`src/rtl/rd_serial_tx.sv`:
```
// rtl/rd_serial_tx.sv - RD detector emulator: trigger-framed two-lane serializer with odd parity
//
// Accepts a trigger, waits TRIG_DELAY serial periods, then streams NUM_WORDS
// 24-bit samples from a synchronous-read memory over two serial lanes. Each
// lane word is 12 data bits MSB first plus one odd-parity bit. ENABLE_XFR_OUT
// frames the whole transfer; GAP serial periods follow before re-arming.
//
// Ports:
//   CLK, RST_N            system clock, asynchronous active-low reset
//   TRIG_IN               trigger, rising edge detected
//   RD_ADDR / RD_DATA     sample memory read port (1 CLK read latency)
//   SERIAL_CLK_OUT        free-running CLK/2
//   SERIAL_DATA0/1_OUT    lane 0 ([11:0]) / lane 1 ([23:12]) serial data
//   ENABLE_XFR_OUT        transfer frame
//   BUSY                  high whenever not idle
//   XFR_COUNT             completed transfers (wrapping)
//   TRIG_DROPPED          triggers ignored while busy (saturating)
//   INJECT_LANE/WORD      parity-error injection, only with RD_TX_PARITY_INJECT_EN
//
// Optional feature macro: RD_TX_PARITY_INJECT_EN

module rd_serial_tx #(
    parameter int NUM_WORDS  = 2048,
    parameter int ADDR_W     = 11,
    parameter int TRIG_DELAY = 4,
    parameter int GAP        = 8
) (
    input  logic              CLK,
    input  logic              RST_N,
    input  logic              TRIG_IN,
    output logic [ADDR_W-1:0] RD_ADDR,
    input  logic [23:0]       RD_DATA,
    output logic              SERIAL_CLK_OUT,
    output logic              SERIAL_DATA0_OUT,
    output logic              SERIAL_DATA1_OUT,
    output logic              ENABLE_XFR_OUT,
    output logic              BUSY,
    output logic [15:0]       XFR_COUNT,
    output logic [15:0]       TRIG_DROPPED
`ifdef RD_TX_PARITY_INJECT_EN
    ,
    input  logic [1:0]        INJECT_LANE,
    input  logic [ADDR_W-1:0] INJECT_WORD
`endif
);

    typedef enum logic [1:0] {
        S_IDLE  = 2'd0,
        S_WAIT  = 2'd1,
        S_SHIFT = 2'd2,
        S_GAP   = 2'd3
    } state_t;

    state_t            r_state;
    logic              r_ph;
    logic              r_trig_d;
    logic [7:0]        r_cnt;
    logic [3:0]        r_bit;
    logic [ADDR_W-1:0] r_word;
    logic [ADDR_W-1:0] r_addr;
    logic [11:0]       r_sh0;
    logic [11:0]       r_sh1;
    logic              r_par0;
    logic              r_par1;
    logic              r_sd0;
    logic              r_sd1;
    logic              r_en;
    logic              r_busy;
    logic [15:0]       r_xfr;
    logic [15:0]       r_drop;
`ifdef RD_TX_PARITY_INJECT_EN
    logic [1:0]        r_inj_lane;
    logic [ADDR_W-1:0] r_inj_word;
`endif

    logic              w_fall;
    logic              w_trig_rise;
    logic              w_last_word;
    logic              w_last_addr;
    logic              w_load;
    logic [ADDR_W-1:0] w_lat_word;
    logic              w_inj0;
    logic              w_inj1;
    logic              w_par0;
    logic              w_par1;

    // A fall tick is the edge on which PH goes 1->0, so PH==1 before it.
    assign w_fall      = r_ph;
    assign w_trig_rise = TRIG_IN & ~r_trig_d;
    assign w_last_word = (r_word == ADDR_W'(NUM_WORDS - 1));
    assign w_last_addr = (r_addr == ADDR_W'(NUM_WORDS - 1));

    // Fall ticks that put bit 11 of a new word on the lanes and latch RD_DATA.
    assign w_load = w_fall &&
                    (((r_state == S_WAIT) && (r_cnt == 8'd1)) ||
                     ((r_state == S_SHIFT) && (r_bit == 4'd12) && !w_last_word));

    // Index of the word being latched on a load tick.
    assign w_lat_word = (r_state == S_WAIT) ? '0 : r_word + 1'b1;

`ifdef RD_TX_PARITY_INJECT_EN
    assign w_inj0 = r_inj_lane[0] && (w_lat_word == r_inj_word);
    assign w_inj1 = r_inj_lane[1] && (w_lat_word == r_inj_word);
`else
    assign w_inj0 = 1'b0;
    assign w_inj1 = 1'b0;
`endif

    assign w_par0 = (~^RD_DATA[11:0])  ^ w_inj0;
    assign w_par1 = (~^RD_DATA[23:12]) ^ w_inj1;

    always_ff @(posedge CLK or negedge RST_N) begin
        if (!RST_N) begin
            r_state  <= S_IDLE;
            r_ph     <= 1'b0;
            r_trig_d <= 1'b0;
            r_cnt    <= 8'd0;
            r_bit    <= 4'd0;
            r_word   <= '0;
            r_addr   <= '0;
            r_sh0    <= 12'd0;
            r_sh1    <= 12'd0;
            r_par0   <= 1'b0;
            r_par1   <= 1'b0;
            r_sd0    <= 1'b0;
            r_sd1    <= 1'b0;
            r_en     <= 1'b0;
            r_busy   <= 1'b0;
            r_xfr    <= 16'd0;
            r_drop   <= 16'd0;
`ifdef RD_TX_PARITY_INJECT_EN
            r_inj_lane <= 2'b00;
            r_inj_word <= '0;
`endif
        end else begin
            r_ph     <= ~r_ph;
            r_trig_d <= TRIG_IN;

            // The GAP->IDLE edge still sees r_state==S_GAP, so it counts as dropped.
            if (w_trig_rise && (r_state != S_IDLE) && (r_drop != 16'hFFFF))
                r_drop <= r_drop + 16'd1;

            case (r_state)
                S_IDLE: begin
                    if (w_trig_rise) begin
                        r_state <= S_WAIT;
                        r_cnt   <= 8'(TRIG_DELAY);
                        r_addr  <= '0;
                        r_busy  <= 1'b1;
`ifdef RD_TX_PARITY_INJECT_EN
                        r_inj_lane <= INJECT_LANE;
                        r_inj_word <= INJECT_WORD;
`endif
                    end
                end
                S_WAIT: begin
                    if (w_fall) begin
                        if (r_cnt == 8'd1) begin
                            r_state <= S_SHIFT;
                            r_en    <= 1'b1;
                        end else begin
                            r_cnt <= r_cnt - 8'd1;
                        end
                    end
                end
                S_SHIFT: begin
                    if (w_fall) begin
                        if (r_bit == 4'd12) begin
                            if (w_last_word) begin
                                r_state <= S_GAP;
                                r_cnt   <= 8'(GAP);
                                r_en    <= 1'b0;
                                r_sd0   <= 1'b0;
                                r_sd1   <= 1'b0;
                                r_xfr   <= r_xfr + 16'd1;
                            end
                        end else if (r_bit == 4'd11) begin
                            r_bit <= 4'd12;
                            r_sd0 <= r_par0;
                            r_sd1 <= r_par1;
                        end else begin
                            r_bit <= r_bit + 4'd1;
                            r_sd0 <= r_sh0[11];
                            r_sd1 <= r_sh1[11];
                            r_sh0 <= {r_sh0[10:0], 1'b0};
                            r_sh1 <= {r_sh1[10:0], 1'b0};
                        end
                    end
                end
                S_GAP: begin
                    if (w_fall) begin
                        if (r_cnt == 8'd1) begin
                            r_state <= S_IDLE;
                            r_busy  <= 1'b0;
                        end else begin
                            r_cnt <= r_cnt - 8'd1;
                        end
                    end
                end
                default: r_state <= S_IDLE;
            endcase

            // Word load: bit 11 goes out now, remaining bits wait in the shifters.
            if (w_load) begin
                r_word <= w_lat_word;
                r_bit  <= 4'd0;
                r_sd0  <= RD_DATA[11];
                r_sd1  <= RD_DATA[23];
                r_sh0  <= {RD_DATA[10:0], 1'b0};
                r_sh1  <= {RD_DATA[22:12], 1'b0};
                r_par0 <= w_par0;
                r_par1 <= w_par1;
                r_addr <= w_last_addr ? '0 : r_addr + 1'b1;
            end
        end
    end

    assign RD_ADDR          = r_addr;
    assign SERIAL_CLK_OUT   = r_ph;
    assign SERIAL_DATA0_OUT = r_sd0;
    assign SERIAL_DATA1_OUT = r_sd1;
    assign ENABLE_XFR_OUT   = r_en;
    assign BUSY             = r_busy;
    assign XFR_COUNT        = r_xfr;
    assign TRIG_DROPPED     = r_drop;

endmodule

```
`config.mk`:
```
export PLATFORM = sky130hd
export DESIGN_NAME = rd_serial_tx
export DESIGN_NICKNAME = d
export VERILOG_FILES = /design/src/rtl/rd_serial_tx.sv
export SDC_FILE = /design/constraint.sdc
export NUM_CORES = 1
export LEC_CHECK = 0
export CORE_MARGIN = 2
export CORE_UTILIZATION = 55
export DETAILED_ROUTE_END_ITERATION = 12
export GPL_TIMING_DRIVEN = 0
export PLACE_DENSITY = 0.8
export REMOVE_ABC_BUFFERS = 1
export SLEW_MARGIN = 20
export SYNTH_ARGS = -nofsm -noshare
export SYNTH_HDL_FRONTEND = slang
export SYNTH_SLANG_ARGS = --single-unit
```
`constraint.sdc`:
```
create_clock -name CLK -period 2.6 [get_ports CLK]
set_clock_uncertainty 0.05 [all_clocks]
set_input_delay 0.39 -clock CLK [delete_from_list [all_inputs] [get_ports CLK]]
set_output_delay 0.39 -clock CLK [all_outputs]
set_load 0.05 [all_outputs]
```
==> results of run 1 <==
cells in the mapped netlist (all sizes together), types with 4 or more instances:
library cell  number  area (um^2)
o21ai             48          240
nor2              25         98.8
or3                6         37.5
buf               10         75.1
nand2b             5         31.3
xnor2             40          350
a32o               4         40.0
ha                13          163
nand4             29          188
clkbuf            11         41.3
a21oi             18          109
dfrtp             98         2450
nor3              15         80.1
xor2              14          123
or2                4         25.0
nor4               6         58.8
a31oi             11         68.8
inv               14         52.6
and3               6         37.5
nand3             35          175
nand2             67          251
mux2i             22          220
and2               4         25.0
and4               5         43.8
registers in the layout (all words and copies together) (netlist names), 2 cells and up:
register	count
TRIG_DROPPED	16
XFR_COUNT	16
RD_ADDR	11
r_sh0	11
r_sh1	11
r_word	11
r_cnt	8
r_bit	4
r_state	2
stage by stage:
step	instance area, um^2	util, %	hold WS [ns]
5_1_grt	6520	70.3	0.452
3_5_place_dp	6140	66.2	0.265
4_1_cts	6440	69.4	0.437
2_1_floorplan	5180	-	0.0444
6_report	6520	70.3	0.430
3_3_place_gp	6080	65.5	0.413
final cells by class:
class | instances | share of cell area, %
clock buffers | 10 | 2.11
clock inverters | 5 | 1.30
inverters | 14 | 0.806
multi-input cells | 411 | 42.2
flip-flops and latches | 98 | 37.6
well taps | 129 | 2.47
repair buffers | 88 | 13.4
metal layers:
layer  global-route usage (%)  up-vias  wire length, um
met4                     6.77        0              131
li1                         -     2111                -
met5                        0        -                0
met1                     29.8     2154             5040
met3                     4.24       14              539
met2                     40.8      130             5950
how the worst max path moves through the flow:
stage	from	end	slack (ns)	depth (start not counted)
finish	r_word[1]	r_state[1]	0.11	6
global route	r_word[1]	XFR_COUNT[15]	0.01	7
CTS	r_word[0]	SERIAL_DATA1_OUT	0.04	6
detailed placement	r_state[0]	RD_ADDR[6]	-0.50	7
global placement	RST_N	r_sh0[6]	-2.56	1
floorplan	r_bit[0]	r_sh1[10]	-0.23	5
power by group:
part / switching (uW) / internal [uW] / total, uW
clock network: 548 / 570 / 1120
logic: 289 / 195 / 484
registers: 58.1 / 1570 / 1620
total: 895 / 2330 / 3230
cells in the final DEF, fill, tap and decap left out, types with 3 or more instances in the layout:
cell type | Yosys | layout
dfrtp_1 | 98 | 96
clkdlybuf4s50_1 | 0 | 73
nand2_1 | 67 | 67
xnor2_1 | 40 | 40
nand3_1 | 35 | 35
o21ai_0 | 34 | 34
nand4_1 | 28 | 28
nor2_1 | 23 | 23
mux2i_1 | 22 | 22
a21oi_1 | 15 | 15
inv_1 | 14 | 14
o21ai_1 | 14 | 14
nor3_1 | 14 | 14
xor2_1 | 14 | 14
a31oi_1 | 11 | 11
buf_4 | 0 | 11
ha_1 | 13 | 10
clkbuf_8 | 0 | 10
or3_1 | 6 | 6
and3_1 | 6 | 6
nand2b_1 | 5 | 5
and4_1 | 5 | 5
or2_2 | 4 | 4
and2_1 | 4 | 4
nor4_1 | 4 | 4
a32o_1 | 4 | 4
mux2_2 | 3 | 3
o31ai_1 | 3 | 3
worst max-delay path: stages, from the launching register on:
cell and delay [ns]:
dfrtp_1 0.42, ha_2 0.26, nand4_1 0.17, or4_1 0.64
a22o_1 0.30, a21oi_2 0.19, mux2_2 0.36
logic make-up (layout without fill, tap and decap cells):
group / count (synthesis) / after routing / share of synthesized area, %
AND/OR/NAND/NOR: 216 / 216 / 21.2
buffers and inverters: 35 / 117 / 3.19
XOR/XNOR: 54 / 54 / 8.93
flip-flops: 98 / 98 / 46.3
multiplexers: 25 / 25 / 4.80
adder cells (fa/ha/maj): 13 / 13 / 3.07
AO/OA/AOI/OAI: 102 / 103 / 12.5
timing repair:
item                                   in CTS  in global routing
endpoints found under the hold margin      36                  0
gates resized for setup                     5                  8
cloned                                      1                  0
pin swaps                                   2                  2
setup buffers                               4                  7
setup endpoints to repair                  66                 28
hold buffers                                1                  0
==> out/metrics.cfg, run 1 <==
[layout]
nFillCells = 725
syn_to_final_growth_pct = 23.2
drive_above_1_share_pct = 9.27
diodes = 0
post_layout_nonfiller_instances = 755
area_used_by_multi_input_combinational_logic_um2 = 2750
num-nets-final = 662
storage_cell_area_um2 = 2450

[sta]
total_of_endpoints_with_negative_setup_slack_in_the_final_report = 0
layout_setup_ws_ns = 0.111
hold_violations = 0
slew_viol_final = 0
grt_setup_unrepaired = false
fin_crit_ns = 2.49
final.setup.tns_ns = 0
worst_pin_slew_ns = 0.787
worst_case_headroom_to_the_max_slew_limit_pct = 46.8
achievable-frequency_mhz = 402
final_cycle_utilization_of_the_critical_path_pct = 95.7

[logic_synthesis]
ys_seq_elements = 98
synth.distinct_cells = 56
netlist_area_um2 = 5300
sequential_element_share_of_the_synthesized_area_pct = 46.3
synth-edff-count = 0
synthFlopType = dfrtp_1
post_synth_inst_count = 543
syn_area_per_cell_um2 = 9.75
proportion_of_synthesized_flip_flops_having_asynchronous_set_or_reset_pct = 100
ys_warn_count = 0

[critical_path]
timing_worst_setup_path_type = register to register
rr_worst_depth = 6
worst_ep_arrival_time_ns = 2.70
worst_path_max_fanout = 6
crit-reg2reg-capture = r_state[1]
reg_to_reg_slack_setup_ns = 0.11
timing.critical_path.from_type = register
required_ns = 2.81
rr_startpoint = r_word[1]
end_kind = register

[grt]
grt_use_total_pct = 23.3
global_route.overflow_total = 0
first_pass_grt_wire_length_um = 19300
antenna_found_initial = 0
first_global_vias = 4224
grt_max_degree = 63

[cts]
cts_root_buffer = clkbuf_8
sinks_on_clock_net = 98
cts_max_path_buffers = 2
cts-buffers-inserted = 9
cts_tree = yes
clock_latency_ns = 0.37
path_clk_slew_ns = 0.10
ctsHtreeMaxLevel = 3

[die]
boundary_pins = 75
initial_utilization_pct = 57.0
rows = 35
placeableCoreArea_um2 = 9280
chipWidth_um = 102
dieArea_um2 = 10400
die-height_um = 102

[placement]
numPlacedInstances = 727
place.gp.congestion = 0.864
placement.io_buffers = 74
dpl_worst_slack_ns = -0.496
detailedPlacementHpwl_um = 7940

[detailed_routing]
postRouteWirelength_um = 11700
avgRoutedWirePerCell_um = 15.4
via_count = 4409
route.detailed.drc = 0
route.detailed.vias_per_inst = 5.84
ant_nets = 0
drt-pass1-iter-count = 8
drt_iter0_markers = 279

[power]
cellLeakagePower_uw = 0.00272
power.density_nw_per_um2 = 495
totalPowerFinal_uw = 3230
ir_drop_mv = 0.235

[flow_run]
max-cap-violations = 0

[min_path]
hold_path.class = primary input to asynchronous set/reset pin

[run_status]
outcome = complete, no violations

Note: power is estimated with default switching activity, not from simulation.
==> run 2: changes to the inputs <==
--- a/config.mk
+++ b/config.mk
@@ -8,6 +8,7 @@
 export CORE_MARGIN = 2
 export CORE_UTILIZATION = 55
 export DETAILED_ROUTE_END_ITERATION = 12
+export GPL_ROUTABILITY_DRIVEN = 0
 export GPL_TIMING_DRIVEN = 0
 export PLACE_DENSITY = 0.8
 export REMOVE_ABC_BUFFERS = 1
@@ -15,3 +16,4 @@
 export SYNTH_ARGS = -nofsm -noshare
 export SYNTH_HDL_FRONTEND = slang
 export SYNTH_SLANG_ARGS = --single-unit
+export TNS_END_PERCENT = 50
==> results of run 2 <==
No change in the layout: final DEF, timing and power equal those of run 1.
